<file path="config.mk">
export PLATFORM = sky130hd
export DESIGN_NAME = pu_result_drain
export DESIGN_NICKNAME = d
export VERILOG_FILES = /design/src/rtl/pu_pkg.sv /design/src/rtl/pu_drain_buf.sv /design/src/rtl/pu_result_drain.sv
export SDC_FILE = /design/constraint.sdc
export NUM_CORES = 1
export LEC_CHECK = 0
export BUFFER_PORTS_ARGS = -buffer_cell sky130_fd_sc_hd__buf_4
export CAP_MARGIN = 20
export CORE_MARGIN = 4
export CORE_UTILIZATION = 23
export DETAILED_ROUTE_END_ITERATION = 8
export GPL_ROUTABILITY_DRIVEN = 1
export HOLD_SLACK_MARGIN = 0.02
export PLACE_DENSITY = 0.51
export SETUP_SLACK_MARGIN = 0.2
export SLEW_MARGIN = 20
export SYNTH_ARGS = -nofsm -noshare
export SYNTH_HDL_FRONTEND = slang
export SYNTH_SLANG_ARGS = --single-unit
</file>
<file path="constraint.sdc">
create_clock -name CLK -period 3.4 [get_ports CLK]
set_clock_uncertainty 0.1 [all_clocks]
set_input_delay 0.17 -clock CLK [delete_from_list [all_inputs] [get_ports CLK]]
set_output_delay 0.17 -clock CLK [all_outputs]
set_load 0.01 [all_outputs]
</file>
<file path="src/rtl/pu_pkg.sv">
// Shared definitions for the PU result drain: FSM state encoding and the word narrowing helper.
// PU_DRAIN_SAT_EN selects signed saturation in pu_drain_narrow; otherwise plain truncation.
package pu_pkg;

    localparam int unsigned PU_NARROW_W = 64;

    typedef enum logic [0:0] {
        PU_DRAIN_IDLE = 1'b0,
        PU_DRAIN_SEND = 1'b1
    } pu_drain_state_e;

`ifdef PU_DRAIN_SAT_EN
    // Clamp a sign-extended word into the signed range of res_w bits.
    function automatic logic signed [PU_NARROW_W-1:0] pu_drain_narrow(
        input logic signed [PU_NARROW_W-1:0] val,
        input int unsigned                   res_w
    );
        logic signed [PU_NARROW_W-1:0] max_v;
        logic signed [PU_NARROW_W-1:0] min_v;
        max_v = (64'sd1 <<< (res_w - 32'd1)) - 64'sd1;
        min_v = ~max_v;
        if (val > max_v) begin
            return max_v;
        end else if (val < min_v) begin
            return min_v;
        end else begin
            return val;
        end
    endfunction
`else
    // Keep only the low res_w bits; the mask folds to a constant slice.
    function automatic logic signed [PU_NARROW_W-1:0] pu_drain_narrow(
        input logic signed [PU_NARROW_W-1:0] val,
        input int unsigned                   res_w
    );
        return val & ((64'sd1 <<< res_w) - 64'sd1);
    endfunction
`endif

endpackage

</file>
<file path="src/rtl/pu_drain_buf.sv">
// Snapshot buffer for one job of PU results: parallel load, one-word row-select read.
module pu_drain_buf #(
    parameter int unsigned WIDTH = 32,
    parameter int unsigned DEPTH = 8
) (
    input  logic                     clk,
    input  logic                     rstn,
    input  logic                     load,
    input  logic [WIDTH*DEPTH-1:0]   din,
    input  logic [$clog2(DEPTH)-1:0] sel,
    output logic [WIDTH-1:0]         dout
);

    logic [WIDTH*DEPTH-1:0] buf_q;

    // Snapshot register with synchronous clear.
    always_ff @(posedge clk) begin
        if (!rstn) begin
            buf_q <= '0;
        end else if (load) begin
            buf_q <= din;
        end else begin
            buf_q <= buf_q;
        end
    end

    assign dout = buf_q[WIDTH*sel +: WIDTH];

endmodule

</file>
<file path="src/rtl/pu_result_drain.sv">
// Captures the PU result bus on a rising DONE and streams it out word by word over valid/ready.
// PU_DRAIN_SAT_EN enables signed saturation of each word; default build truncates.
module pu_result_drain
    import pu_pkg::*;
#(
    parameter int unsigned WIDTH_OUT  = 32,
    parameter int unsigned WIDTH_RES  = 16,
    parameter int unsigned MATRIX_ROW = 8
) (
    input  logic                          CLK,
    input  logic                          RSTN,
    input  logic [WIDTH_OUT*MATRIX_ROW-1:0] PU_OUT,
    input  logic                          PU_DONE,
    output logic                          M_VALID,
    input  logic                          M_READY,
    output logic [WIDTH_RES-1:0]          M_DATA,
    output logic [$clog2(MATRIX_ROW)-1:0] M_IDX,
    output logic                          M_LAST,
    output logic                          BUSY,
    output logic                          DROP,
    input  logic                          CLR_DROP
);

    localparam int unsigned IDX_W = $clog2(MATRIX_ROW);
    localparam logic [IDX_W-1:0] IDX_LAST = IDX_W'(MATRIX_ROW - 1);

    pu_drain_state_e  state_q;
    logic             done_q;
    logic [IDX_W-1:0] idx_q;
    logic             drop_q;

    logic                          edge_s;
    logic                          hs_s;
    logic                          last_s;
    logic                          reload_s;
    logic                          load_s;
    logic                          drop_set_s;
    logic [WIDTH_OUT-1:0]          rd_word_s;
    logic signed [PU_NARROW_W-1:0] word_ext_s;

    assign edge_s     = PU_DONE & ~done_q;
    assign last_s     = (idx_q == IDX_LAST);
    assign hs_s       = (state_q == PU_DRAIN_SEND) & M_READY;
    // A new job may only land in the cycle the last word leaves.
    assign reload_s   = hs_s & last_s;
    assign load_s     = edge_s & ((state_q == PU_DRAIN_IDLE) | reload_s);
    assign drop_set_s = edge_s & (state_q == PU_DRAIN_SEND) & ~reload_s;

    pu_drain_buf #(
        .WIDTH (WIDTH_OUT),
        .DEPTH (MATRIX_ROW)
    ) u_buf (
        .clk  (CLK),
        .rstn (RSTN),
        .load (load_s),
        .din  (PU_OUT),
        .sel  (idx_q),
        .dout (rd_word_s)
    );

    // Drain FSM, row counter, done edge detector and sticky drop flag.
    always_ff @(posedge CLK) begin
        if (!RSTN) begin
            state_q <= PU_DRAIN_IDLE;
            done_q  <= 1'b0;
            idx_q   <= '0;
            drop_q  <= 1'b0;
        end else begin
            done_q <= PU_DONE;
            case (state_q)
                PU_DRAIN_IDLE: begin
                    if (edge_s) begin
                        state_q <= PU_DRAIN_SEND;
                        idx_q   <= '0;
                    end else begin
                        state_q <= PU_DRAIN_IDLE;
                        idx_q   <= idx_q;
                    end
                end
                PU_DRAIN_SEND: begin
                    if (hs_s && last_s) begin
                        state_q <= edge_s ? PU_DRAIN_SEND : PU_DRAIN_IDLE;
                        idx_q   <= '0;
                    end else if (hs_s) begin
                        state_q <= PU_DRAIN_SEND;
                        idx_q   <= idx_q + IDX_W'(1);
                    end else begin
                        state_q <= PU_DRAIN_SEND;
                        idx_q   <= idx_q;
                    end
                end
                default: begin
                    state_q <= PU_DRAIN_IDLE;
                    idx_q   <= '0;
                end
            endcase
            if (drop_set_s) begin
                drop_q <= 1'b1;
            end else if (CLR_DROP) begin
                drop_q <= 1'b0;
            end else begin
                drop_q <= drop_q;
            end
        end
    end

    assign word_ext_s = PU_NARROW_W'($signed(rd_word_s));

    assign M_VALID = (state_q == PU_DRAIN_SEND);
    assign BUSY    = (state_q == PU_DRAIN_SEND);
    assign M_IDX   = idx_q;
    assign M_LAST  = (state_q == PU_DRAIN_SEND) & last_s;
    assign M_DATA  = WIDTH_RES'(pu_drain_narrow(word_ext_s, WIDTH_RES));
    assign DROP    = drop_q;

endmodule

</file>
==> reports/qor.txt <==
CP Launch Type - flip-flop
proportion of synthesized area in mux cells - 35.9%
final layout net count - 1168
Max Fclk - 360 MHz
Comb power frac - 15.0%
Final Hold Viols - 0
Syn Inst Count - 643
fraction of layout cells with a size suffix above 1 - 24.5%
Worst EP arrival - 2.51 ns
Synth area leader - dfxtp_1
Post-DP HPWL - 12.2 mm
count of different cell masters after synthesis - 24
register area share after synthesis - 41.9%
Peak VDD IR - 0.279 mV
Worst R2R End - u_buf.buf_q[6]$_SDFFE_PN0P_
flops & latches, synth - 134
CTS root buf - clkbuf_16
CTS tree - yes
largest net degree at the start of global routing - 98
Net Sw Frac - 24.1%
Diodes inserted - 0
Compound-Gate Fraction of Synth Area - 0.724%
# setup viols final - 0
dpl cell area - 0.00786 mm2
Routed Antenna Nets - 0
wire per inst - 14.6 um
xor-xnor portion of the synthesized cell area - 0%
port buffer count - 155
IO Pins - 284
Worst Tran Pin Value - 0.610 ns
Post-synth EDFFs - 0
R2R setup slack - 0.97 ns
Vias - 5324
first-pass GRT wire length - 30.0 mm
CP Max Fanout - 18
grt ovf - 0
area of the core - 0.0272 mm2
initial antenna violation count - 1
Initial Util - 23.5%
gr usage total - 12.4%
largest family of logic cells by synthesized area - multiplexers
Synth Area in Simple Gates - 16.0%
Vias/cell - 4.13
status - completed
final wirelength - 18.8 mm
CTS Hold Bufs - 131
period utilization - 81.8%
RSZ-0062 raised after global routing - false
R2R Path Start - M_IDX[0]$_SDFFE_PN0P_
Layout Area Growth over Synthesis - 53.0%
Static Leak - 4.17 nW
Synth Area in Adders - 0.391%
number of global-route vias before repair - 5473
max-cap violation count - 0
DR DRC count - 0
fin worst setup slack - 0.620 ns
Setup WS pre-CTS - 0.957 ns
top cells by count, synth - nand2_1, dfxtp_1, mux2i_1
Hold Path Sink - u_buf.buf_q[142]$_SDFFE_PN0P_
htree depth - 4
row count - 60
Crit. End Element - output port
yosys warns - 0
Top FF cell, synth - dfxtp_1
P_sw - 0.00104 W
Crit Path Class - reg -> out
power density over cell area - 439 mW/mm2
Slew headroom - 59.3%
most frequent cell after synthesis - nand2_1
Clk pwr share - 44.9%
gpl congestion - 0.690
Worst EP required - 3.13 ns
Mapped Area - 0.00639 mm2
CTS resizes - 0
Worst-path clk slew - 0.06 ns
worst hold-check path type - in -> reg
Avg Inst Size Synth - 9.95 um2
clk buf depth - 2
async set-reset flop share out of synthesis - 0%
Reg2Reg Depth - 6
main area contributors after synthesis - dfxtp_1, mux2i_1, nand2_1
number of buffers added for setup after CTS - 0
Setup TNS - 0 ns
die area - 0.0305 mm2
fin area - 0.00978 mm2
Die Ht - 175 um
Hold Crit Start - RSTN
top cell type's share of synthesized area - 41.9%
initial detailed-routing violation count - 205
Die W - 175 um
min cycle time layout - 2.78 ns
Reg power frac - 40.1%
Synth Net Count - 906
Skew-Pair Late Insertion Delay - 0.41 ns
Power Internal - 0.00326 W
TritonCTS Sinks - 134
cts bufs inserted - 17
Hold Crit Depth - 3
final core occ - 36.0%
Slew Limit Fails - 0
DR pass1 iterations - 4
==> kinds of logic (layout without fill, tap and decap cells) <==
family	count (synthesis)	after routing
AND/OR/NAND/NOR	268	268
multiplexers	178	178
flip-flops	134	134
buffers and inverters	55	330
AO/OA/AOI/OAI	6	6
adder cells (fa/ha/maj)	2	2
==> area by class of cell <==
| class | instances | area (um2) |
|---|---|---|
| multi-input combinational | 454 | 3400 |
| inverter | 1 | 3.75 |
| tap | 372 | 465 |
| timing repair buffer | 297 | 2610 |
| clock inverter | 12 | 150 |
| clock buffer | 20 | 467 |
| sequential | 134 | 2690 |
| fill | 2770 | 17400 |
==> layout by cell type, fill, tap and decap left out, types with 4 or more instances in the layout <==
cell	instances
clkbuf_16	17
dlygate4sd3_1	131
clkinv_2	4
mux4_1	25
dfxtp_1	132
mux4_2	7
nand2_1	259
buf_12	4
mux2_2	16
clkbuf_8	4
buf_4	161
mux2i_1	130
==> power by group through the flow <==
stage | registers (W) | clock network [W] | logic, W
6_report | 0.00172 | 0.00193 | 0.000645
4_1_cts | 0.00172 | 0.00199 | 0.000655
3_3_place_gp | 0.00175 | 0 | 0.000529
5_1_grt | 0.00173 | 0.00208 | 0.000706
2_1_floorplan | 0.00174 | 0 | 0.000322
3_5_place_dp | 0.00176 | 0 | 0.000531
==> critical path, stage by stage, from the launching register on <==
cell and delay, ns:
dfxtp_2 0.72, buf_4 0.34, mux4_1 0.59, mux2_2 0.28
buf_4 0.15
==> per-layer routing <==
layer	part of all wire, %	routed length (um)	global-route usage (%)	vias up
met5	0.037	7	0	-
met3	3.7	697	2.96	12
met2	50	9320	21.5	108
met1	46	8610	15.6	2490
met4	0.88	165	3.08	2
li1	-	-	-	2712
==> sequential cells by signal (all words and copies together), names as in the netlist <==
name / flops
M_IDX: 3
DROP: 1
done_q: 1
BUSY: 1
u_buf.buf_q: 128
==> through the flow <==
step | total power [W] | std cells | hold slack (ns)
floorplan | 0.00206 | 643 | 0.192
global placement | 0.00228 | 1127 | 0.297
detailed placement | 0.00229 | 1127 | 0.301
CTS | 0.00437 | 1290 | 0.212
global route | 0.00452 | 1290 | 0.240
finish | 0.00430 | 1290 | 0.205
==> how the worst max path moves through the flow <==
stage,startpoint,to,depth (start not counted)
2_1_floorplan,M_IDX[1]$_SDFFE_PN0P_,M_DATA[10],4
3_3_place_gp,M_IDX[0]$_SDFFE_PN0P_,u_buf.buf_q[72]$_SDFFE_PN0P_,6
3_5_place_dp,M_IDX[0]$_SDFFE_PN0P_,u_buf.buf_q[10]$_SDFFE_PN0P_,6
4_1_cts,M_IDX[0]$_SDFFE_PN0P_,M_DATA[13],4
5_1_grt,M_IDX[0]$_SDFFE_PN0P_,M_DATA[13],4
6_report,M_IDX[0]$_SDFFE_PN0P_,M_DATA[13],4
Note: power is estimated with default switching activity, not from simulation.
